## config.mk

```make
export PLATFORM = sky130hd
export DESIGN_NAME = rs_switch_bank
export DESIGN_NICKNAME = d
export VERILOG_FILES = /design/src/rtl/rs_switch_pkg.sv /design/src/rtl/rs_switch_channel.sv /design/src/rtl/rs_switch_bank.sv
export SDC_FILE = /design/constraint.sdc
export NUM_CORES = 1
export LEC_CHECK = 0
export BUFFER_PORTS_ARGS = -buffer_cell sky130_fd_sc_hd__buf_2
export CORE_MARGIN = 2
export CORE_UTILIZATION = 60
export CTS_BUF_LIST = sky130_fd_sc_hd__clkbuf_8
export CTS_CLUSTER_SIZE = 20
export DETAILED_ROUTE_END_ITERATION = 8
export PLACE_DENSITY_LB_ADDON = 0.08
export SYNTH_ARGS = -nofsm -noshare
export SYNTH_HDL_FRONTEND = slang
export SYNTH_SLANG_ARGS = --single-unit
```

## constraint.sdc

```tcl
create_clock -name clk -period 2.1 [get_ports clk]
set_input_delay 0.315 -clock clk [delete_from_list [all_inputs] [get_ports clk]]
set_output_delay 0.315 -clock clk [all_outputs]
set_load 0.1 [all_outputs]
```

## src/rtl/rs_switch_pkg.sv

```systemverilog
// Shared encodings and request resolution for the photonic switch latch bank.
package rs_switch_pkg;

  // S&R-both-high resolution modes
  localparam int unsigned MODE_RST_DOM = 0;
  localparam int unsigned MODE_SET_DOM = 1;
  localparam int unsigned MODE_HOLD    = 2;
  localparam int unsigned MODE_TOGGLE  = 3;

  typedef struct packed {
    logic valid;
    logic target;
  } req_t;

  // Turn one channel's S/R pair into a request; base is the state a toggle flips.
  function automatic req_t resolve(input logic s, input logic r, input int unsigned mode,
                                   input logic base);
    req_t req;
    req.valid  = 1'b0;
    req.target = 1'b0;
    case ({s, r})
      2'b10: begin
        req.valid  = 1'b1;
        req.target = 1'b1;
      end
      2'b01: begin
        req.valid  = 1'b1;
        req.target = 1'b0;
      end
      2'b11: begin
        case (mode)
          MODE_RST_DOM: begin
            req.valid  = 1'b1;
            req.target = 1'b0;
          end
          MODE_SET_DOM: begin
            req.valid  = 1'b1;
            req.target = 1'b1;
          end
          MODE_TOGGLE: begin
            req.valid  = 1'b1;
            req.target = ~base;
          end
          default: ;
        endcase
      end
      default: ;
    endcase
    return req;
  endfunction

endpackage

```

## src/rtl/rs_switch_channel.sv

```systemverilog
// One switch channel: latch, settle counter, one-deep pending buffer.
// Optional macro RS_SWITCH_EDGE_EN makes S/R rising-edge sensitive (+1 cycle latency).
module rs_switch_channel
  import rs_switch_pkg::*;
#(
  parameter int unsigned DWELL_W = 8,
  parameter int unsigned MODE    = MODE_RST_DOM
) (
  input  logic               clk,
  input  logic               reset,
  input  logic               s,
  input  logic               r,
  input  logic [DWELL_W-1:0] dwell,
  output logic               out,
  output logic               busy,
  output logic               conflict
);

  localparam logic [DWELL_W-1:0] CntOne = DWELL_W'(1);

  logic               s_req, r_req;
  logic               out_q, out_d;
  logic [DWELL_W-1:0] cnt_q, cnt_d;
  logic               pend_valid_q, pend_valid_d;
  logic               pend_tgt_q, pend_tgt_d;
  logic               conflict_q;
  logic               base;
  req_t               req;

`ifdef RS_SWITCH_EDGE_EN
  logic s_prev_q, r_prev_q, s_edge_q, r_edge_q;

  // Registered rising-edge detect; a held input yields a single request
  always_ff @(posedge clk) begin
    if (reset) begin
      s_prev_q <= 1'b0;
      r_prev_q <= 1'b0;
      s_edge_q <= 1'b0;
      r_edge_q <= 1'b0;
    end else begin
      s_prev_q <= s;
      r_prev_q <= r;
      s_edge_q <= s & ~s_prev_q;
      r_edge_q <= r & ~r_prev_q;
    end
  end

  assign s_req = s_edge_q;
  assign r_req = r_edge_q;
`else
  assign s_req = s;
  assign r_req = r;
`endif

  // Toggle flips the most recent intended state, i.e. the pending target if any
  assign base = pend_valid_q ? pend_tgt_q : out_q;
  assign req  = resolve(s_req, r_req, MODE, base);

  // Next-state: apply when idle, buffer while settling, replay pending on expiry
  always_comb begin
    out_d        = out_q;
    cnt_d        = cnt_q;
    pend_valid_d = pend_valid_q;
    pend_tgt_d   = pend_tgt_q;
    if (cnt_q == '0) begin
      if (req.valid && (req.target != out_q)) begin
        out_d = req.target;
        cnt_d = dwell;
      end
    end else if (cnt_q == CntOne) begin
      // Expiry: a fresh request beats the buffered one
      pend_valid_d = 1'b0;
      cnt_d        = '0;
      if (req.valid) begin
        if (req.target != out_q) begin
          out_d = req.target;
          cnt_d = dwell;
        end
      end else if (pend_valid_q && (pend_tgt_q != out_q)) begin
        out_d = pend_tgt_q;
        cnt_d = dwell;
      end
    end else begin
      cnt_d = cnt_q - CntOne;
      if (req.valid) begin
        if (req.target == out_q) begin
          pend_valid_d = 1'b0;
        end else begin
          pend_valid_d = 1'b1;
          pend_tgt_d   = req.target;
        end
      end
    end
  end

  // State registers with synchronous clear
  always_ff @(posedge clk) begin
    if (reset) begin
      out_q        <= 1'b0;
      cnt_q        <= '0;
      pend_valid_q <= 1'b0;
      pend_tgt_q   <= 1'b0;
      conflict_q   <= 1'b0;
    end else begin
      out_q        <= out_d;
      cnt_q        <= cnt_d;
      pend_valid_q <= pend_valid_d;
      pend_tgt_q   <= pend_tgt_d;
      conflict_q   <= s_req & r_req;
    end
  end

  assign out      = out_q;
  assign busy     = (cnt_q != '0);
  assign conflict = conflict_q;

endmodule

```

## src/rtl/rs_switch_bank.sv

```systemverilog
// Bank of N_CH independent set/reset switch channels with settle timing.
// Optional macro RS_SWITCH_EDGE_EN selects edge-sensitive S/R in every channel.
module rs_switch_bank
  import rs_switch_pkg::*;
#(
  parameter int unsigned N_CH    = 8,
  parameter int unsigned DWELL_W = 8,
  parameter int unsigned MODE    = MODE_RST_DOM
) (
  input  logic               clk,
  input  logic               reset,
  input  logic [N_CH-1:0]    S,
  input  logic [N_CH-1:0]    R,
  input  logic [DWELL_W-1:0] dwell,
  output logic [N_CH-1:0]    out,
  output logic [N_CH-1:0]    busy,
  output logic [N_CH-1:0]    conflict
);

  // One channel instance per control line
  for (genvar i = 0; i < N_CH; i++) begin : g_ch
    rs_switch_channel #(
      .DWELL_W(DWELL_W),
      .MODE   (MODE)
    ) u_ch (
      .clk     (clk),
      .reset   (reset),
      .s       (S[i]),
      .r       (R[i]),
      .dwell   (dwell),
      .out     (out[i]),
      .busy    (busy[i]),
      .conflict(conflict[i])
    );
  end

endmodule

```

==> metrics <==
drt drc 0; R2R depth 5; FFs w/ async S/R, synth 0%; CTS Sinks 96; DP Worst Slack 0.0758 ns; Synth cell types slightly below 80; I/O Pins 50; Cell Area, Synth 6040 µm²; clk_skew 0.00866 ns; Post-DRT Antenna Nets 0; H-Tree Depth 3; Hold Path Depth 3; slowest stage delay, CP ~0.39 ns; syn_area_per_cell approximately 8 µm²; GRT Total Usage 27.0%; row count 36; initial antenna violation count 0; worst setup path class flip-flop to primary output; met1 usage about 34%; ys flop type dfxtp_1; vias in the first global route 5326; Post-synth EDFFs 0; CP Cell Sequence inv_1 -> ha_2 -> nor3b_4 -> buf_4 -> nand2_1 -> buf_6; dpl cell area about 6400 µm²; DP HPWL approximately 10000 µm; Max Slew Vio Count 0; flops & latches, synth 96; leading area contributor after synthesis dfxtp_1; CP Max Fanout 5; first-pass GRT wire length about 25000 µm; Area contributors post-synth dfxtp_1, nand2_1, nor2_1, a21oi_1, ha_1; cell leakage power about 2.8 nW; Port-buffer cells between 40 and 50; CP Launch Type flip-flop; Hold EP g_ch[4].u_ch.conflict; drt total wl about 15000 µm; post-synth top area share 31.8%; ratio of cells with drive above 1 in the final layout 18.3%; pwr dens about 1800 nW/µm²; RR Startpoint g_ch[0].u_ch.out; met2 track demand over resource a little under half; Die ar. 10900 µm²; Seq/Total Area, Yosys between 30% and 40%; Critical-path top delay cell dfxtp_1; Tightest Pin Transition around 0.65 ns; largest net degree at the start of global routing 58; worst r2r dst g_ch[0].u_ch.cnt_q[0]; max_cap viols 0; CP Data Required Time roughly 1.8 ns; max_slew headroom around 57%; Worst Path Buf+Inv 3; Placeable Area 9770 µm²; Worst path top cell family by delay buffers and inverters; endpoints failing hold 0; Clk pin slew, worst setup/hold paths about 0.090 ns; DR iter-0 viols roughly 430; final period utilization 99.2%; Crit. End Element primary output; Tmin final about 2.1 ns; setup slack after layout ~0.017 ns; Mapped Nets slightly below 800; unrepaired setup endpoints after global routing true; hold path start S[4]; via count between 5000 and 6000; worst-skew pair later-pin latency ~0.36 ns; Initial Utilization between 60% and 70%; Setup Viol. Count Final 0; Initial DRT Pass Iterations 6; GRT Max-Usage Layer met2; register-to-register setup slack about 0.12 ns; Avg WL per Cell 16.3 µm; final instance area 6830 µm²; Syn. warnings 0; CTS tree done; clock root buffer master clkbuf_8; Core Util, Final between 60% and 70%; gpl congestion around 0.88; Area growth syn-to-layout 13.0%; Worst Path Arrival between 1.5 and 2 ns; most frequent cells in the layout dfxtp_1, nand2_1, nor2_1, a21oi_1, buf_2; Nets 834; CTS max path bufs 2; max frequency around 480 MHz; worst min path class primary input to flip-flop; Mapped Cells 748; Vias/cell 6.25; status finished clean; chip width around 100 µm; Num CTS Buffers 9; GR Layer Usage met3 around 4.7%; VDD IR max 0.933 mV; gr ovfl total 0; die height around 100 µm; most common cell after layout, fill and taps aside dfxtp_1; ant diodes 0
[synth_stat cells (13+ instances only)]
cell	n
dfxtp_1	96
nand2_1	75
nor2_1	62
a21oi_1	46
o21ai_0	35
inv_1	33
nand3_1	29
buf_4	24
nor3_1	23
clkbuf_1	20
xor2_1	20
a31oi_1	19
ha_1	16
nor3b_1	16
xnor2_1	13
[worst reg2reg max path, stage by stage, from the launching register on]
cell and delay, ns:
dfxtp_1 0.48, nor3b_1 0.10, a21o_1 0.17, or4_1 0.69, a311oi_1 0.33, a311oi_1 0.08
[layout make-up]
class	count	area (µm²)
Multi-Input combinational cell	567	3820
Fill cell	806	2940
Sequential cell	96	1920
Timing Repair Buffer	85	597
Tap cell	133	166
Clock buffer	9	124
Inverter	33	124
Clock inverter	6	78.8
[cell families (layout without fill, tap and decap cells)]
kind of cell,after synthesis,count (layout),synth area share (%)
buffers and inverters,85,133,6.89
DFF,96,96,31.8
AOI/OAI and AO/OA,207,207,23.6
muxes,8,8,1.39
and+or+nand+nor,303,303,28.2
xor gates and xnor gates,33,33,4.78
adders and majority gates,16,16,3.31
[layer usage]
metal	wire, µm	share of wire [%]
met5	0	0
met1	6550	43
met3	910	6.0
met4	226	1.5
met2	7420	49
[worst max-delay path by stage]
stage / startpoint / end / cells past startpoint
2_1_floorplan: g_ch[4].u_ch.cnt_q[0] / g_ch[4].u_ch.cnt_q[3] / 7
3_5_place_dp: g_ch[4].u_ch.cnt_q[1] / g_ch[4].u_ch.out / 7
6_report: g_ch[6].u_ch.cnt_q[0] / busy[6] / 6
4_1_cts: g_ch[6].u_ch.cnt_q[0] / busy[6] / 6
5_1_grt: g_ch[6].u_ch.cnt_q[1] / busy[6] / 6
3_3_place_gp: g_ch[4].u_ch.cnt_q[0] / g_ch[4].u_ch.out / 7
[per-stage QoR]
step                      total power, W  hold slack [ns]  TNS (ns)  cells
final                             0.0124            0.232         0    929
after floorplan                  0.00888            0.431         0    748
after detailed placement          0.0104            0.475         0    906
after global placement            0.0102            0.463         0    906
after global routing              0.0133            0.234   -0.0749    929
after CTS                         0.0119            0.222         0    922
[power by group]
| group | leakage, nW | switching (W) | internal [W] |
|---|---|---|---|
| Sequential | 0.792 | 0.000756 | 0.00243 |
| Clock | 0.109 | 0.000623 | 0.000652 |
| Combinational | 1.89 | 0.00464 | 0.00326 |
| Total | 2.79 | 0.00602 | 0.00634 |
[flip-flops by register name, indices dropped and copies added, names as in the netlist]
| name | cells |
|---|---|
| g_ch.u_ch.cnt_q | 64 |
| g_ch.u_ch.conflict | 8 |
| g_ch.u_ch.out | 8 |
| g_ch.u_ch.pend_tgt_q | 8 |
| g_ch.u_ch.pend_valid_q | 8 |
[timing repair]
item | in CTS | in global routing
buffers inserted | 1 | 7
endpoints found under the setup margin | 7 | 20
resized for setup | 14 | 22
hold buffers | 0 | 0
pin swaps | 0 | 3
Note: power is estimated with default switching activity, not from simulation.
